**src/rtl/mem_unit.sv**
```systemverilog
// mem_unit: single-port memory with a downward-growing hardware stack, 1-cycle read/pop.
// Optional write protection of the code region: MEM_UNIT_WPROT_EN.
module mem_unit #(
  parameter int ADDR_W      = 8,
  parameter int DATA_W      = 8,
  parameter int STACK_BASE  = 2**ADDR_W-1,
  parameter int STACK_LIMIT = 2**ADDR_W-32,
  parameter int CODE_TOP    = 2**ADDR_W/2
) (
  input  logic              clk,
  input  logic              rst,
  input  logic              re,
  input  logic              we,
  input  logic [ADDR_W-1:0] addr,
  input  logic [DATA_W-1:0] wdata,
  input  logic              push,
  input  logic              pop,
  output logic [DATA_W-1:0] rdata,
  output logic              rvalid,
  output logic [ADDR_W-1:0] sp,
  output logic              stk_empty,
  output logic              stk_full,
  output logic [3:0]        err
);
`ifdef MEM_UNIT_WPROT_EN
  localparam bit WPROT = 1'b1;
`else
  localparam bit WPROT = 1'b0;
`endif
  localparam logic [ADDR_W-1:0] BASE = ADDR_W'(STACK_BASE);
  localparam logic [ADDR_W-1:0] FULL = ADDR_W'(STACK_LIMIT-1);
  localparam logic [ADDR_W-1:0] TOP  = ADDR_W'(CODE_TOP);
  logic [DATA_W-1:0] mem_q [2**ADDR_W];
  logic [DATA_W-1:0] rdata_q;
  logic              rvalid_q;
  logic [ADDR_W-1:0] sp_q, sp_d, waddr, raddr;
  logic [3:0]        err_q, err_d;
  logic do_push, do_pop, do_we, do_re, prot_we, prot_push, push_ok, pop_ok, wen, ren;
  assign stk_empty = sp_q == BASE;
  assign stk_full  = sp_q == FULL;
  assign rdata     = rdata_q;
  assign rvalid    = rvalid_q;
  assign sp        = sp_q;
  assign err       = err_q;
  // Grant by priority push > pop > we > re; push with pop cancels everything.
  always_comb begin
    do_push   = push & ~pop;
    do_pop    = pop & ~push;
    do_we     = we & ~push & ~pop;
    do_re     = re & ~push & ~pop & ~we;
    prot_we   = WPROT & do_we & (addr < TOP);
    prot_push = WPROT & do_push & (sp_q < TOP);
    push_ok   = do_push & ~stk_full & ~prot_push;
    pop_ok    = do_pop & ~stk_empty;
    wen       = push_ok | (do_we & ~prot_we);
    waddr     = push_ok ? sp_q : addr;
    ren       = pop_ok | do_re;
    raddr     = pop_ok ? sp_q + 1'b1 : addr;
    sp_d      = push_ok ? sp_q - 1'b1 : pop_ok ? sp_q + 1'b1 : sp_q;
    err_d     = err_q | {prot_we | prot_push, $countones({push, pop, we, re}) > 1,
                         do_pop & stk_empty, do_push & stk_full};
  end
  always_ff @(posedge clk or posedge rst)
    if (rst) begin
      sp_q     <= BASE;
      err_q    <= '0;
      rvalid_q <= 1'b0;
      rdata_q  <= '0;
    end else begin
      sp_q     <= sp_d;
      err_q    <= err_d;
      rvalid_q <= ren;
      if (ren) rdata_q <= mem_q[raddr];
    end
  always_ff @(posedge clk)
    if (wen && !rst) mem_q[waddr] <= wdata;
endmodule

```
**config.mk**
```make
export PLATFORM = sky130hd
export DESIGN_NAME = mem_unit
export DESIGN_NICKNAME = d
export VERILOG_FILES = /design/src/rtl/mem_unit.sv
export SDC_FILE = /design/constraint.sdc
export NUM_CORES = 2
export LEC_CHECK = 0
export BUFFER_PORTS_ARGS = -buffer_cell sky130_fd_sc_hd__buf_2
export CORE_MARGIN = 1.5
export CORE_UTILIZATION = 45
export CTS_CLUSTER_DIAMETER = 80
export DETAILED_ROUTE_END_ITERATION = 7
export PLACE_DENSITY = 0.59
export SYNTH_ARGS = -nofsm -noshare
export SYNTH_HDL_FRONTEND = slang
export SYNTH_SLANG_ARGS = --single-unit
```
**constraint.sdc**
```tcl
create_clock -name clk -period 5.79 [get_ports clk]
set_input_delay 0 -clock clk [delete_from_list [all_inputs] [get_ports clk]]
set_output_delay 0 -clock clk [all_outputs]
set_load 0.1 [all_outputs]
```
==> key figures <==
Yosys
  – Post-Syn Area per Cell: roughly 13 um^2
  – Distinct cell type count after synthesis: 73
  – Synthesis-stage register bit count: just over 2,000
  – Share of the yosys chip area belonging to registers: 75.1%
  – Proportion of register bits with asynchronous set or reset after synthesis: 0.967%
  – Nets in the synthesized netlist: 6,257
  – Count of flip-flops with a built-in enable after synthesis: 2,048
  – Dominant register cell in the synthesized netlist: sky130_fd_sc_hd__edfxtp_1
  – Post-Synthesis Cells: 6,232
  – Combined area of all synthesized cells: 82,600 um^2
  – Yosys warning count: 0

STA
  – Pins over their slew limit: 0
  – RSZ-0062 raised after global routing: false
  – Tmin final: about 5 ns
  – Final period utilization: 84.6%
  – Rel. slew slack: 23.2%
  – Worst setup skew after layout: 0.0262 ns
  – FMAX: a little over 200 MHz
  – Final setup viols: 0
  – Final hold viol count: 0
  – Measured slew at the worst slew-check pin: approximately 1.1 ns
  – Post-Route Setup TNS: 0 ns

Worst setup path
  – Endpoint type of the worst setup path: flop
  – Data required time of the critical path: roughly 6.3 ns
  – CP max stage cell: sky130_fd_sc_hd__nand3_1
  – List of cells traversed by the critical path: ha_1, nand3_4, or4b_4, inv_2, nor2_1, buf_4, nand3_1, o31ai_4, nand3_1, buf_4, nor2_1
  – Largest fanout on the critical path: 8
  – Delay of the slowest critical-path stage: about 0.80 ns
  – Arrival time worst endpoint: 5.39 ns
  – Startpoint-to-endpoint class of the critical path: flop to flop
  – Worst Setup Start Kind: flop

Power and ir drop
  – Cell internal pwr: about 25 mW
  – Pwr dens: 390 nW/um^2
  – Proportion of power drawn by flip-flops and latches: a little under half
  – Logic pwr share: 16.8%
  – Largest vdd supply drop: 0.379 mV
  – Switching Power: 10.6 mW
  – Switching share of power: 29.4%
  – Clock network fraction of design power: a little under two fifths
  – Static Leak: 29.6 nW

GRT
  – Total global-route track usage: 25.5%
  – Maximum number of pins on one net before global-route repair: 164
  – Wire length of the first global-routing pass: around 350 mm
  – Antenna violations before repair: 11
  – Via count of the first global-routing pass: 50,573
  – Global route total overflow: 0

Clock tree
  – Number of buffers inserted by post-CTS setup repair: 0
  – Clock network latency to the later pin of the worst-skew pair: just under 0.9 ns
  – # resized after CTS: 0
  – Number of clock buffers inserted by TritonCTS: 209
  – Hold-fix buffers at CTS: 20
  – Cell chosen for the clock root: sky130_fd_sc_hd__clkbuf_16
  – Clock slew seen by the registers of the worst setup and hold paths: ~0.060 ns
  – Clock sinks: 2,068
  – Clock tree from TritonCTS: done
  – Maximum number of buffers from clock root to sink: 3
  – Number of H-tree levels: 4

Final layout
  – Area Growth Syn to Fin: 11.7%
  – Fin nets: roughly 6,200
  – Share of final-layout standard cells stronger than drive strength 1: a little over 8%
  – Post-route design area: 92,300 um^2

Floorplanning
  – Number of top-level pins: 45
  – Die Outline Area: between 150,000 and 200,000 um^2
  – Initial standard-cell utilization of the core: a little under half
  – Row Count: 157
  – Area inside the core boundary: 183,000 um^2
  – Die H: 431 um
  – Die X-Extent: approximately 430 um

Place
  – Cell area reported after detailed placement: 85,400 um^2
  – Count of buffers inserted at the top-level ports: 43
  – Placed wire-length estimate after detailed placement: 138 mm
  – Routability cong.: 0.905

Run
  – Number of max-cap violations: 0

Route
  – Routed Wire Length: 240 mm
  – DRT antenna net count: 0
  – Vias per Instance: 6.07
  – DRT Pass-1 Iters: 6
  – Per-cell routed wire length: 27.4 um
  – Post-detailed-route DRC marker count: 0
  – Iteration-0 DRC Markers: 6,787
  – Count of vias placed by the detailed router: 53,122

Status
  – Outcome: completed

Hold path
  – Worst hold-check path type: primary input to flop
==> routing by layer <==
metal | vias to the layer above | GRT usage (%) | wire [um]
met5 | - | 0 | 0
met4 | 0 | 9.06 | 8460
met3 | 403 | 3.67 | 18800
li1 | 23358 | - | -
met1 | 26962 | 36.5 | 99600
met2 | 2399 | 40.0 | 113000
==> power groups by stage <==
stage | Combinational (mW) | Clock, mW | Sequential (mW)
floorplan | 3.19 | 0 | 17.3
global placement | 5.97 | 0 | 17.0
detailed placement | 5.99 | 0 | 17.0
CTS | 6.02 | 13.4 | 16.7
global route | 6.38 | 13.9 | 16.7
finish | 6.06 | 13.3 | 16.7
==> cell type report <==
type	instances	area, um^2
diodes	6	15.0
clock buffers	245	5430
clock inverters	144	1250
fillers	15579	90400
inverters	13	48.8
multi-input cells	3696	18600
flip-flops and latches	2068	62000
well taps	2385	2980
repair buffers	200	1990
==> stage by stage <==
step	total power [mW]	std cells	setup slack, ns	util [%]	hold WS, ns
detailed placement	23.0	8342	0.890	46.8	0.324
finish	36.0	8757	0.892	50.5	0.0352
floorplan	20.5	6232	1.52	-	-0.0421
global placement	23.0	8342	1.00	46.8	0.312
global route	37.0	8755	0.686	50.5	0.0593
CTS	36.1	8751	0.867	50.5	0.00163
==> Yosys cell counts, drive strengths merged, types with 3 or more instances <==
library cell	number	area [um^2]
nand3b	6	45.0
xor2	3	26.3
nand4	287	1810
nor2	284	1080
nor3	5	30.0
a31oi	131	820
buf	284	1440
dfrtp	12	300
nand3	910	4570
a21oi	107	547
inv	13	48.8
mux2i	79	795
dfstp	8	210
o2111ai	8	70.1
o31ai	7	85.1
and4	3	28.8
or4	8	60.1
clkbuf	171	642
edfxtp	2048	61500
a221oi	10	87.6
nand2	1356	5100
o21bai	16	120
o21ai	274	1390
xnor2	7	68.8
or3	3	18.8
nand2b	7	51.3
o22ai	4	25.0
a32oi	147	1290
==> kinds of logic (layout without fill, tap and decap cells) <==
family / after synthesis / after routing / synth area share (%)
adders and majority gates: 3 / 3 / 0.0545
and+or+nand+nor: 2880 / 2880 / 15.6
AOI/OAI and AO/OA: 722 / 722 / 5.63
other: 1 / 7 / 0.00454
xor gates and xnor gates: 10 / 10 / 0.115
buffers and inverters: 468 / 602 / 2.57
muxes: 80 / 80 / 0.980
DFF: 2068 / 2068 / 75.1
==> critical path, delay by kind of cell, from the launching register on <==
family          cells  cell delay [ns]
compound gates      1             0.16
fa+ha+maj           1             0.33
buf+inv             3             0.87
flops               1             0.43
simple gates        6             2.72
==> worst paths after layout <==
| path | cells past startpoint | startpoint | slack (ns) | to |
|---|---|---|---|---|
| min in group asynchronous | 4 | rst | 0.61 | rdata[7]$_DFFE_PP0P_ |
| worst min-delay path | 4 | addr[0] | 0.04 | mem_q[132][2]$_DFFE_PP_ |
| max in group asynchronous | 4 | rst | 4.61 | err[0]$_DFF_PP0_ |
| worst max register to register | 11 | sp[0]$_DFFE_PP1P_ | 0.89 | mem_q[44][1]$_DFFE_PP_ |
| worst min register to register | 2 | rdata[2]$_DFFE_PP0P_ | 0.53 | rdata[2]$_DFFE_PP0P_ |
| worst max-delay path | 11 | sp[0]$_DFFE_PP1P_ | 0.89 | mem_q[44][1]$_DFFE_PP_ |
==> layout by cell type, fill, tap and decap left out, types with 33 or more instances in the layout <==
master / instances
sky130_fd_sc_hd__clkinv_1: 62
sky130_fd_sc_hd__nand2_1: 1350
sky130_fd_sc_hd__edfxtp_1: 2048
sky130_fd_sc_hd__clkinv_2: 46
sky130_fd_sc_hd__nor2_1: 275
sky130_fd_sc_hd__clkbuf_1: 33
sky130_fd_sc_hd__buf_2: 35
sky130_fd_sc_hd__nand3_1: 909
sky130_fd_sc_hd__a31oi_1: 130
sky130_fd_sc_hd__a21oi_1: 106
sky130_fd_sc_hd__clkbuf_16: 212
sky130_fd_sc_hd__buf_12: 37
sky130_fd_sc_hd__buf_4: 100
sky130_fd_sc_hd__mux2i_1: 78
sky130_fd_sc_hd__o21ai_1: 55
sky130_fd_sc_hd__a32oi_1: 146
sky130_fd_sc_hd__o21ai_0: 215
sky130_fd_sc_hd__nand4_1: 286
==> registers in the layout, indices dropped and copies added, names as in the netlist <==
register / flops
sp: 8
err: 3
rvalid: 1
rdata: 8
mem_q: 2048
No activity file was read; power rests on OpenSTA's default activity.
